**config.mk**
```make
export PLATFORM = sky130hd
export DESIGN_NAME = fdivsqrt_sched_flat
export DESIGN_NICKNAME = d
export VERILOG_FILES = /design/src/rtl/fpu_pkg.sv /design/src/rtl/fdivsqrt_sched_if.sv /design/src/rtl/fpu_hazard_cmp.sv /design/src/rtl/fdivsqrt_sched.sv /design/src/flat_wrapper.sv
export SDC_FILE = /design/constraint.sdc
export NUM_CORES = 1
export LEC_CHECK = 0
export BUFFER_PORTS_ARGS = -buffer_cell sky130_fd_sc_hd__buf_4
export CAP_MARGIN = 10
export CELL_PAD_IN_SITES_DETAIL_PLACEMENT = 1
export CELL_PAD_IN_SITES_GLOBAL_PLACEMENT = 2
export CORE_ASPECT_RATIO = 0.75
export CORE_MARGIN = 3
export CORE_UTILIZATION = 26
export CTS_CLUSTER_SIZE = 40
export DETAILED_ROUTE_END_ITERATION = 8
export GPL_ROUTABILITY_DRIVEN = 0
export HOLD_SLACK_MARGIN = 0.08
export PLACE_DENSITY = 0.83
export SLEW_MARGIN = 20
export SYNTH_ARGS = -nofsm -noshare
export SYNTH_HDL_FRONTEND = slang
export SYNTH_SLANG_ARGS = --single-unit
```
**constraint.sdc**
```tcl
create_clock -name clk -period 1.9 [get_ports clk]
set_input_delay 0.095 -clock clk [delete_from_list [all_inputs] [get_ports clk]]
set_output_delay 0.095 -clock clk [all_outputs]
set_load 0.05 [all_outputs]
```
**src/rtl/fpu_pkg.sv**
```systemverilog
// Shared definitions for the iterative FP divide/sqrt sequencer.
package fpu_pkg;
  typedef enum logic [1:0] {
    IDLE = 2'd0,
    RUN  = 2'd1,
    WB   = 2'd2
  } state_t;

  localparam int DIV_CYCLES_DEF  = 13;
  localparam int SQRT_CYCLES_DEF = 17;
  localparam int CNT_W_DEF       = 5;

  localparam logic [1:0] RM_RNE = 2'd0;
  localparam logic [1:0] RM_RTZ = 2'd1;
  localparam logic [1:0] RM_RDN = 2'd2;
  localparam logic [1:0] RM_RUP = 2'd3;
endpackage

```
**src/rtl/fdivsqrt_sched_if.sv**
```systemverilog
// ID-side request fields and writeback handshake of the divide/sqrt sequencer.
interface fdivsqrt_sched_if #(parameter int CNT_W = 5);
  logic             i_fdiv, i_fsqrt;
  logic [4:0]       id_rd, id_rs1, id_rs2;
  logic             id_use_rs1, id_use_rs2, id_fwr;
  logic [1:0]       rm;
  logic             start_div, start_sqrt;
  logic [1:0]       op_rm;
  logic             busy;
  logic [CNT_W-1:0] count;
  logic             stall;
  logic             wb_req, wb_gnt;
  logic [4:0]       wb_rd;
  logic             wb_is_sqrt;

  modport master (
    output i_fdiv, i_fsqrt, id_rd, id_rs1, id_rs2, id_use_rs1, id_use_rs2, id_fwr, rm, wb_gnt,
    input  start_div, start_sqrt, op_rm, busy, count, stall, wb_req, wb_rd, wb_is_sqrt
  );
  modport slave (
    input  i_fdiv, i_fsqrt, id_rd, id_rs1, id_rs2, id_use_rs1, id_use_rs2, id_fwr, rm, wb_gnt,
    output start_div, start_sqrt, op_rm, busy, count, stall, wb_req, wb_rd, wb_is_sqrt
  );
endinterface

```
**src/rtl/fpu_hazard_cmp.sv**
```systemverilog
// RAW/WAW compare of the ID register fields against the in-flight destination.
module fpu_hazard_cmp (
  input  logic       busy,
  input  logic [4:0] id_rd,
  input  logic [4:0] id_rs1,
  input  logic [4:0] id_rs2,
  input  logic       use_rs1,
  input  logic       use_rs2,
  input  logic       fwr,
  input  logic [4:0] wb_rd,
  output logic       hazard
);
  // f0 is an ordinary FP register, so no zero-register exemption here.
  assign hazard = busy & ((use_rs1 & (id_rs1 == wb_rd)) |
                          (use_rs2 & (id_rs2 == wb_rd)) |
                          (fwr     & (id_rd  == wb_rd)));
endmodule

```
**src/rtl/fdivsqrt_sched.sv**
```systemverilog
// Issues one fdiv/fsqrt at a time, counts its fixed latency, stalls ID on
// hazards and holds the result until the shared FP writeback port is granted.
module fdivsqrt_sched
  import fpu_pkg::*;
#(
  parameter int DIV_CYCLES  = DIV_CYCLES_DEF,
  parameter int SQRT_CYCLES = SQRT_CYCLES_DEF,
  parameter int CNT_W       = CNT_W_DEF
) (
  input  logic clk,
  input  logic clrn,
  input  logic ena,
  fdivsqrt_sched_if.slave b
);
  localparam logic [CNT_W-1:0] DIV_LD  = CNT_W'(DIV_CYCLES - 1);
  localparam logic [CNT_W-1:0] SQRT_LD = CNT_W'(SQRT_CYCLES - 1);

  state_t           state, state_n;
  logic [CNT_W-1:0] cnt, cnt_n;
  logic [4:0]       rd_q;
  logic [1:0]       rm_q;
  logic             sqrt_q;
  logic             req, issue, hazard;

  // fdiv wins when both request bits are up.
  assign req   = b.i_fdiv | b.i_fsqrt;
  assign issue = ena & (state == IDLE) & req;

  always_comb begin
    state_n = state;
    cnt_n   = cnt;
    if (ena) begin
      case (state)
        IDLE: if (req) begin
          state_n = RUN;
          cnt_n   = b.i_fdiv ? DIV_LD : SQRT_LD;
        end
        RUN: if (cnt == '0) state_n = WB;
             else           cnt_n   = cnt - 1'b1;
        WB:   if (b.wb_gnt) state_n = IDLE;
        default: begin
          state_n = IDLE;
          cnt_n   = '0;
        end
      endcase
    end
  end

  always_ff @(posedge clk or negedge clrn) begin
    if (!clrn) begin
      state <= IDLE;
      cnt   <= '0;
    end else begin
      state <= state_n;
      cnt   <= cnt_n;
    end
  end

  always_ff @(posedge clk or negedge clrn) begin
    if (!clrn) begin
      rd_q   <= '0;
      rm_q   <= '0;
      sqrt_q <= 1'b0;
    end else if (issue) begin
      rd_q   <= b.id_rd;
      rm_q   <= b.rm;
      sqrt_q <= ~b.i_fdiv;
    end
  end

  fpu_hazard_cmp u_hz (
    .busy    (b.busy),
    .id_rd   (b.id_rd),
    .id_rs1  (b.id_rs1),
    .id_rs2  (b.id_rs2),
    .use_rs1 (b.id_use_rs1),
    .use_rs2 (b.id_use_rs2),
    .fwr     (b.id_fwr),
    .wb_rd   (rd_q),
    .hazard  (hazard)
  );

  assign b.start_div  = issue & b.i_fdiv;
  assign b.start_sqrt = issue & ~b.i_fdiv;
  assign b.busy       = (state != IDLE);
  assign b.wb_req     = (state == WB);
  assign b.count      = (state == RUN) ? cnt : '0;
  assign b.stall      = (b.busy & req) | hazard;
  assign b.wb_rd      = rd_q;
  assign b.wb_is_sqrt = sqrt_q;
  assign b.op_rm      = rm_q;
endmodule

```
**src/flat_wrapper.sv**
```systemverilog
// flat-port wrapper written by rule: the top's interface ports become plain ports
module fdivsqrt_sched_flat import fpu_pkg::*;
#(
  parameter int DIV_CYCLES  = DIV_CYCLES_DEF,
  parameter int SQRT_CYCLES = SQRT_CYCLES_DEF,
  parameter int CNT_W       = CNT_W_DEF
)
  (clk, clrn, ena, b_i_fdiv, b_i_fsqrt, b_id_rd, b_id_rs1, b_id_rs2, b_id_use_rs1, b_id_use_rs2, b_id_fwr, b_rm, b_wb_gnt, b_start_div, b_start_sqrt, b_op_rm, b_busy, b_count, b_stall, b_wb_req, b_wb_rd, b_wb_is_sqrt);
  fdivsqrt_sched_if #(.CNT_W(CNT_W)) b_i ();
  input  logic clk;
  input  logic clrn;
  input  logic ena;
  input wire logic [$bits(b_i.i_fdiv)-1:0] b_i_fdiv;
  input wire logic [$bits(b_i.i_fsqrt)-1:0] b_i_fsqrt;
  input wire logic [$bits(b_i.id_rd)-1:0] b_id_rd;
  input wire logic [$bits(b_i.id_rs1)-1:0] b_id_rs1;
  input wire logic [$bits(b_i.id_rs2)-1:0] b_id_rs2;
  input wire logic [$bits(b_i.id_use_rs1)-1:0] b_id_use_rs1;
  input wire logic [$bits(b_i.id_use_rs2)-1:0] b_id_use_rs2;
  input wire logic [$bits(b_i.id_fwr)-1:0] b_id_fwr;
  input wire logic [$bits(b_i.rm)-1:0] b_rm;
  input wire logic [$bits(b_i.wb_gnt)-1:0] b_wb_gnt;
  output wire logic [$bits(b_i.start_div)-1:0] b_start_div;
  output wire logic [$bits(b_i.start_sqrt)-1:0] b_start_sqrt;
  output wire logic [$bits(b_i.op_rm)-1:0] b_op_rm;
  output wire logic [$bits(b_i.busy)-1:0] b_busy;
  output wire logic [$bits(b_i.count)-1:0] b_count;
  output wire logic [$bits(b_i.stall)-1:0] b_stall;
  output wire logic [$bits(b_i.wb_req)-1:0] b_wb_req;
  output wire logic [$bits(b_i.wb_rd)-1:0] b_wb_rd;
  output wire logic [$bits(b_i.wb_is_sqrt)-1:0] b_wb_is_sqrt;
  assign b_i.i_fdiv = b_i_fdiv;
  assign b_i.i_fsqrt = b_i_fsqrt;
  assign b_i.id_rd = b_id_rd;
  assign b_i.id_rs1 = b_id_rs1;
  assign b_i.id_rs2 = b_id_rs2;
  assign b_i.id_use_rs1 = b_id_use_rs1;
  assign b_i.id_use_rs2 = b_id_use_rs2;
  assign b_i.id_fwr = b_id_fwr;
  assign b_i.rm = b_rm;
  assign b_i.wb_gnt = b_wb_gnt;
  assign b_start_div = b_i.start_div;
  assign b_start_sqrt = b_i.start_sqrt;
  assign b_op_rm = b_i.op_rm;
  assign b_busy = b_i.busy;
  assign b_count = b_i.count;
  assign b_stall = b_i.stall;
  assign b_wb_req = b_i.wb_req;
  assign b_wb_rd = b_i.wb_rd;
  assign b_wb_is_sqrt = b_i.wb_is_sqrt;
  fdivsqrt_sched #(.DIV_CYCLES(DIV_CYCLES), .SQRT_CYCLES(SQRT_CYCLES), .CNT_W(CNT_W)) u_core (.clk(clk), .clrn(clrn), .ena(ena), .b(b_i));
endmodule
```
**Yosys cells after proc, flatten, opt, wreduce, memory -nomap -nowiden**

Cells that the tools add are included.

- Word-level logic and storage cells: 44
- Output and inout bits: 18
- Bits in registers: 15

- Bitwise gates (word level): 15
- Eq/ne operators: 9
- Add/subtract/negate cells: 1
- Muxes and demuxes: 9
- Reductions and logical operators: 5

Operators with widths:

| cell | count |
|---|---|
| $mux W5 | 4 |
| $eq A5 B5 Y1 | 3 |
| $pmux W5 S3 | 1 |
| $and A1 B1 Y1 | 9 |
| $reduce_and A4 Y1 | 2 |
| $mux W2 | 3 |
| $pmux W2 S3 | 1 |
| $logic_not A5 Y1 | 1 |
| $sub A5 B1 Y5 const B | 1 |
| $ne A2 B1 Y1 const B | 2 |
| $ne A2 B2 Y1 const B | 2 |
| $or A1 B1 Y1 | 4 |
| $eq A2 B1 Y1 const B | 1 |
| $eq A2 B2 Y1 const B | 1 |
| $logic_not A2 Y1 | 1 |
| $not A1 Y1 | 2 |
| $reduce_bool A2 Y1 | 1 |

**Depth between registers and ports, before layout**

Gate-level depths: netlist of run 1.

- Word-level depth: 6
- Mapped depth: 7

**Cells and area by module**

A second synthesis of run 1 with hierarchy kept.

- Cell total of the unflattened synthesis: 103
- Area, all modules: 1067.3 sq um

By module, submodules not included:

| module | seq. area each (sq um) | cells an instance | times used | area an instance (sq um) |
|---|---|---|---|---|
| fdivsqrt_sched | 375.4 | 81 | 1 | 893.4 |
| fpu_hazard_cmp | 0.0 | 22 | 1 | 173.9 |

**Worst setup path after synthesis of run 1**

Ideal clock, no wire load.

- Kind: register -> output
- Start: reg u_core.rd_q[2] (netlist: u_core.b.wb_rd[2])
- End: out b_stall
- Arrival: 2097 ps
- Path slack: -292 ps
- Path buffers: 0
- Stages on the path, launching flop included: 5
- Path through: dfrtp_1 > xor2_1 > nor4_1 > nand3_1 > a31oi_1

- Longest elaborated chain between the ends: 6
- Elaborated cells on any way between the ends: 10
- Classes of those cells: eq/ne: 3; bitwise: 7

Ends and longest elaborated chain:

| what | RTL line | text |
|---|---|---|
| start: declaration | fdivsqrt_sched.sv:20 | `logic [4:0] rd_q;` |
| start signal: assignment | fdivsqrt_sched.sv:65 | `rd_q <= b.id_rd;` |
| $eq A5 B5 Y1 (on tied branches) | fpu_hazard_cmp.sv:14, fpu_hazard_cmp.sv:15 |  |
| $and A1 B1 Y1 (on tied branches) | fpu_hazard_cmp.sv:14, fpu_hazard_cmp.sv:15 |  |
| $or A1 B1 Y1 | fpu_hazard_cmp.sv:14 | `assign hazard = busy & ((use_rs1 & (id_rs1 == wb_rd)) \|` |
| $or A1 B1 Y1 (*) | fpu_hazard_cmp.sv:15 | `(use_rs2 & (id_rs2 == wb_rd)) \|` |
| $and A1 B1 Y1 (*) | fpu_hazard_cmp.sv:14 |  |
| $or A1 B1 Y1 (*) | fdivsqrt_sched.sv:88 | `assign b.stall = (b.busy & req) \| hazard;` |
| end: declaration | flat_wrapper.sv:28 | `output wire logic [$bits(b_i.stall)-1:0] b_stall;` |

Every way passes the cells marked *; elsewhere a longest branch is shown, timed or not.

**Final worst setup path of run 1**

- Start: reg u_core.rd_q[1] (netlist: u_core.b.wb_rd[1])
- End: out b_stall

Same word-level chain as after synthesis.

==> results by group, run 1 <==
Layout
  • Non-Filler Instances: 208
  • Final net count: 187
  • Area grow syn2layout: 59.54%
  • Layout cells sized above 1: 49.37%
  • Most frequent cells in the layout: buf_4 (49), xor2_1 (12), nor2_1 (10), dfrtp_1 (10), mux2_2 (7)
  • # diodes: 0
  • Fillers: 399
  • Most common cell after layout, fill and taps aside: buf_4

Detailed routing
  • Vias: 968
  • Final wirelength: 3444 um
  • DR WL/cell: 16.56 um
  • Vias per cell: 4.654
  • Iter 0 DRT Violations: 37
  • DR DRC count: 0
  • First drt pass iteration count: 4
  • Post-route ant nets: 0

Placed design
  • Post-DP HPWL: 2649 um
  • Pre-CTS setup slack: 99.32 ps
  • Port bufs: 43
  • Placed cell count: 196

Setup path
  • Startpoint Class: register
  • Critical path data required time: 1800 ps
  • WP data arrival: 1740 ps
  • R2R depth: 6
  • Critical path peak fanout: 5
  • Setup slack, reg-to-reg: 160 ps
  • Reg2reg end: u_core.cnt[2]
  • R2R Path Start: u_core.cnt[0]
  • Crit path kind: reg2out
  • Setup crit end kind: primary output

Yosys
  • Share of the yosys chip area belonging to registers: 38.17%
  • Synth Net Count: 131
  • Yosys warning total: 0
  • Synth Cell Area: 983.4 um^2
  • #FFs+latches synth: 15
  • Number of synthesized flops with an enable pin: 0
  • Synth area leaders: dfrtp_1 (38%), xor2_1 (11%), mux2_2 (8.0%), nor2_1 (3.8%), o221ai_4 (2.7%)
  • Yosys top cell area share: 38.17%
  • Main flop type after synthesis: dfrtp_1
  • Post-synthesis cell count: 103
  • Mapped Avg Cell Area: 9.548 um^2
  • Cell taking the most area after synthesis: dfrtp_1
  • Synth cell types: 33
  • Ys async rst share: 100.0%

Hold path
  • Hold path start: b_id_rd[1]
  • Worst Hold Class: in2reg
  • Worst Hold Depth: 2
  • WHS Endpoint: u_core.b.wb_rd[1]

Timing
  • Clk_skew: 1.706 ps
  • Setup violators final: 0
  • Tcrit/Tclk final: 96.39%
  • Sum of negative setup slack: 0 ps
  • Min Hold Slack: 88.02 ps
  • Fmax achieved: 546.1 MHz
  • Post-route worst setup slack: 68.68 ps
  • Final min period: 1831 ps
  • RSZ-0062 raised after global routing: yes
  • Relative slew slack: 72.20%
  • Hold Fails Final Rpt: 0
  • Measured slew at the worst slew-check pin: 416.9 ps
  • Max-slew violation count: 0

Die
  • CORE AREA: 0.003446 mm^2
  • Chip Width: 77.02 um
  • Initial core utilization: 28.54%
  • Die area: 0.004564 mm^2
  • Overall die height: 59.26 um
  • Row cnt: 18
  • Num ports: 44

Global routing
  • First-pass GRT wire length: 5382 um
  • GRT overflow: 0
  • GRT Total Usage: 15.79%
  • Vias in the first global route: 1032
  • Initial antenna violation count: 0
  • Maximum number of pins on one net before global-route repair: 16

Clock network
  • Max Buffers Root-to-Sink: 2
  • Clk_lat worst skew: 260 ps
  • TritonCTS buffer count: 3
  • TritonCTS clock tree: yes
  • Clock Sink Count: 15
  • Clk pin slew, worst setup/hold paths: 60 ps
  • H-tree depth: 1
  • CTS root buf: clkbuf_8

Pwr
  • Leakage power: 0.7088 nW
  • Maximum VDD drop: 0.001257 V
  • Power per cell area: 1802 mW/mm^2
  • Design Power: 2.827 mW

Run
  • Max-Cap Viols: 0

Status
  • Run status: completed
## layer usage
| metal | track usage, % | wire [um] | part of all wire (%) |
|---|---|---|---|
| met1 | 19.03 | 1490 | 43 |
| met5 | 0 | 0 | 0 |
| met3 | 3.191 | 83 | 2.4 |
| met2 | 27.79 | 1783 | 52 |
| met4 | 7.107 | 86 | 2.5 |
## cells in the mapped netlist (2+ instances only)
library cell  instances
dfrtp_1              15
nand3_1               3
buf_2                 4
xor2_1               12
xnor2_1               3
nor2_1               10
mux2_2                7
inv_2                 2
a31oi_1               2
o21ai_0               5
and2_1                2
o21ai_1               3
ha_1                  2
nor4_1                4
inv_1                 5
a21oi_1               4
nand2_1               4
## worst max-delay path by stage
stage	start	endpoint	slack (ps)	cells past startpoint
after CTS	u_core.b.wb_rd[2]	b_stall	2	5
after global routing	b_id_rd[0]	b_stall	-8	7
final	u_core.b.wb_rd[1]	b_stall	70	5
after floorplan	u_core.state[0]	b_start_sqrt	2	4
after global placement	u_core.b.wb_rd[2]	b_stall	150	5
after detailed placement	u_core.cnt[0]	u_core.cnt[2]	100	6
## flip-flops by register name (all words and copies together), names as in the netlist
signal and cells:
u_core.state 2, u_core.cnt 5, u_core.b.wb_rd 5, u_core.b.op_rm 2
u_core.b.wb_is_sqrt 1
## power breakdown
| group | leakage [nW] | switching [mW] | total [mW] | internal, mW |
|---|---|---|---|---|
| sequential | 0.174 | 0.213 | 0.696 | 0.483 |
| clock | 0.0217 | 0.129 | 0.277 | 0.148 |
| combinational | 0.513 | 1.16 | 1.85 | 0.695 |
| total | 0.709 | 1.50 | 2.83 | 1.33 |
## cells by family after synthesis
family / share of synthesized area, %
xor+xnor: 13.36
simple gates: 15.65
fa+ha+maj: 2.544
compound gates: 17.18
mux: 8.016
flops: 38.17
buf+inv: 5.089
## worst max-delay path, cell delays in order (launching register included)
cell	delay, ps
dfrtp_2	450
xor2_1	190
nor4_2	300
a311oi_2	170
a31oi_4	200
buf_6	170
## through the flow
| step | util [%] | cell area [um^2] |
|---|---|---|
| 3_3_place_gp | 40.56 | 1398 |
| 2_1_floorplan | - | 998.5 |
| 3_5_place_dp | 40.56 | 1398 |
| 4_1_cts | 44.05 | 1518 |
| 5_1_grt | 45.53 | 1569 |
| 6_report | 45.53 | 1569 |
## cell type report
class	count	area, um^2	area share [%]
Multi-Input combinational cell	76	610.6	38.92
Inverter	7	26.28	1.675
Tap cell	50	62.56	3.987
Timing Repair Buffer	56	439.2	27.99
Clock buffer	3	41.29	2.632
Clock inverter	1	7.507	0.4785
Sequential cell	15	381.6	24.32
## timing repair
action	in CTS	in global routing
endpoints found under the hold margin	20	0
setup endpoints to repair	1	3
hold buffers	6	0
pin swaps	2	5
setup buffers	0	2
gates resized for setup	3	9
Note: power is estimated with default switching activity, not from simulation.
==> inputs of run 2 (changes only) <==
--- a/config.mk
+++ b/config.mk
@@ -16,7 +16,7 @@
 export DETAILED_ROUTE_END_ITERATION = 8
 export GPL_ROUTABILITY_DRIVEN = 0
 export HOLD_SLACK_MARGIN = 0.08
-export PLACE_DENSITY = 0.83
+export PLACE_DENSITY = 0.8
 export SLEW_MARGIN = 20
 export SYNTH_ARGS = -nofsm -noshare
 export SYNTH_HDL_FRONTEND = slang
==> results by group, run 2 (synthesis results as in run 1) <==
Setup path
  • WP data arrival: 1760 ps (+20 ps)
  • Critical-path cell with the highest stage delay: dfrtp_2
  • Critical path peak fanout: 5 (unchanged)
  • Startpoint Class: register
  • Setup crit end kind: primary output
  • Crit path kind: reg2out
  • WP buf/inv: 1 (unchanged)
  • Setup slack, reg-to-reg: 120 ps (-40 ps)
  • Critical path, cell by cell: xor2_1, nor4_2, nand3_1, a31oi_4, buf_6
  • R2R depth: 6 (unchanged)
  • CP delay by family, top: simple AND/OR/NAND/NOR gates
  • Slowest stage delay, CP: 450 ps (about the same)
  • Reg2reg end: u_core.cnt[2]
  • Critical path data required time: 1800 ps (about the same)
  • R2R Path Start: u_core.cnt[0]

Clock network
  • H-tree depth: 1 (unchanged)
  • Clk_lat worst skew: 250 ps (about the same)
  • Clk pin slew, worst setup/hold paths: 70 ps (about the same)
  • Number of post-CTS setup repair buffers: 0 (unchanged)
  • TritonCTS buffer count: 3 (unchanged)
  • Clock Sink Count: 15 (unchanged)
  • CTS root buf: clkbuf_8
  • Max Buffers Root-to-Sink: 2 (unchanged)
  • TritonCTS clock tree: yes

Layout
  • Post-route design area: 0.001530 mm^2 (-2.5%)
  • Final net count: 182 (-2.7%)
  • Area grow syn2layout: 55.60%
  • Non-Filler Instances: 203 (-2.4%)
  • # diodes: 0 (unchanged)
  • Layout cells sized above 1: 49.67% (+0.31 points)
  • Most frequent cells in the layout: buf_4 (47), xor2_1 (11), dfrtp_1 (11)
  • Most common cell after layout, fill and taps aside: buf_4

Global routing
  • GRT Total Usage: 14.51% (-1.3 points)
  • Vias in the first global route: 1052 (+1.9%)
  • First-pass GRT wire length: 5147 um (-4.4%)
  • Initial antenna violation count: 0 (unchanged)
  • GRT overflow: 0 (unchanged)
  • Maximum number of pins on one net before global-route repair: 16 (unchanged)

Detailed routing
  • Final wirelength: 3202 um (-7.0%)
  • Post-route ant nets: 0 (unchanged)
  • Iter 0 DRT Violations: 25 (-32%)
  • Vias: 959 (-0.93%)
  • Vias per cell: 4.724 (+1.5%)
  • First drt pass iteration count: 4 (unchanged)
  • DR WL/cell: 15.77 um (-4.7%)
  • DR DRC count: 0 (unchanged)

Timing
  • Measured slew at the worst slew-check pin: 515.2 ps (+98.23 ps)
  • Sum of negative setup slack: 0 ps (unchanged)
  • Tcrit/Tclk final: 97.70% (+1.3 points)
  • Clk_skew: 6.652 ps (+4.946 ps)
  • Fmax achieved: 538.7 MHz (-1.3%)
  • Hold Fails Final Rpt: 0 (unchanged)
  • Setup violators final: 0 (unchanged)
  • Max-slew violation count: 0 (unchanged)
  • Final min period: 1856 ps (+25.03 ps)
  • Relative slew slack: 65.55% (-6.6 points)
  • Post-route worst setup slack: 43.65 ps (-25.03 ps)
  • RSZ-0062 raised after global routing: yes

Placed design
  • Post-DP Area: 0.001398 mm^2 (unchanged)
  • Pre-CTS setup slack: 85.95 ps (-13.37 ps)
  • Post-DP HPWL: 2460 um (-7.1%)
  • Port bufs: 43 (unchanged)
  • Placed cell count: 196 (unchanged)

Pwr
  • Register share of total power: 24.8% (+0.2 points)
  • Sw frac: 53.33% (+0.26 points)
  • Leakage power: 0.6913 nW (-2.5%)
  • Gate power share: 65.4% (-0.2 points)
  • Clock share of power: 9.7% (about the same)
  • Switching Power: 1.490 mW (-0.68%)
  • Cell internal pwr: 1.304 mW (-1.7%)
  • Design Power: 2.794 mW (-1.2%)
  • Maximum VDD drop: 0.0008678 V (-31%)
  • Power per cell area: 1826 mW/mm^2 (+1.3%)

Die
  • Die area: 0.004564 mm^2 (unchanged)
  • Num ports: 44 (unchanged)
  • CORE AREA: 0.003446 mm^2 (unchanged)
  • Row cnt: 18 (unchanged)
  • Chip Width: 77.02 um (unchanged)
  • Initial core utilization: 28.54% (unchanged)
  • Overall die height: 59.26 um (unchanged)

Hold path
  • Worst Hold Depth: 2 (unchanged)
  • WHS Endpoint: u_core.b.wb_rd[2]
  • Worst Hold Class: in2reg
  • Hold path start: b_id_rd[2]

Run
  • Max-Cap Viols: 0 (unchanged)

Status
  • Run status: completed
[run 2: cell count changes in the layout (fill, tap and decap cells not counted), sizes merged]
cell	previous run	this run
buf	50	48
dlygate4sd3	6	3
[run 2: timing repair]
item                                   4_1_cts  5_1_grt
gates resized for setup                      2       11
hold buffers                                 2        1
pin swaps                                    0        4
endpoints found under the hold margin       16        1
setup endpoints to repair                    1        4
[run 2: how the worst max path moves through the flow]
stage | from | to | slack [ps] | cells after the start
2_1_floorplan | u_core.state[0] | b_start_sqrt | 2 | 4
3_3_place_gp | u_core.cnt[0] | u_core.cnt[2] | 190 | 6
3_5_place_dp | u_core.cnt[0] | u_core.cnt[2] | 90 | 6
4_1_cts | u_core.b.wb_rd[2] | b_stall | 7 | 5
5_1_grt | u_core.cnt[0] | u_core.cnt[4] | -20 | 7
6_report | u_core.b.wb_rd[3] | b_stall | 40 | 5
[run 2: area by class of cell]
cell class / instances / area, um^2
Inverter: 7 / 26.28
Sequential cell: 15 / 380.4
Clock buffer: 3 / 41.29
Timing Repair Buffer: 51 / 394.1
Tap cell: 50 / 62.56
Clock inverter: 1 / 7.507
Fill cell: 399 / 1916
Multi-Input combinational cell: 76 / 618.1
[run 2: power by group through the flow]
| stage | Sequential [mW] | Clock, mW | Combinational, mW |
|---|---|---|---|
| after CTS | 0.676 | 0.277 | 1.76 |
| after floorplan | 0.907 | 0 | 0.943 |
| final | 0.694 | 0.272 | 1.83 |
| after global routing | 0.728 | 0.299 | 1.96 |
| after detailed placement | 0.681 | 0 | 1.73 |
| after global placement | 0.669 | 0 | 1.70 |
[run 2: metal layers]
layer	vias up	GRT usage, %	wire length (um)
met5	-	0	0
met3	2	2.736	80
li1	462	-	-
met1	481	17.94	1454
met2	14	25.68	1629
met4	0	5.330	38
[run 2: metrics by stage]
stage | hold WS, ps | util [%]
2_1_floorplan | -200.6 | -
3_3_place_gp | -36.02 | 40.56
3_5_place_dp | -35.95 | 40.56
4_1_cts | 81.80 | 42.92
5_1_grt | 88.47 | 44.41
6_report | 94.30 | 44.41
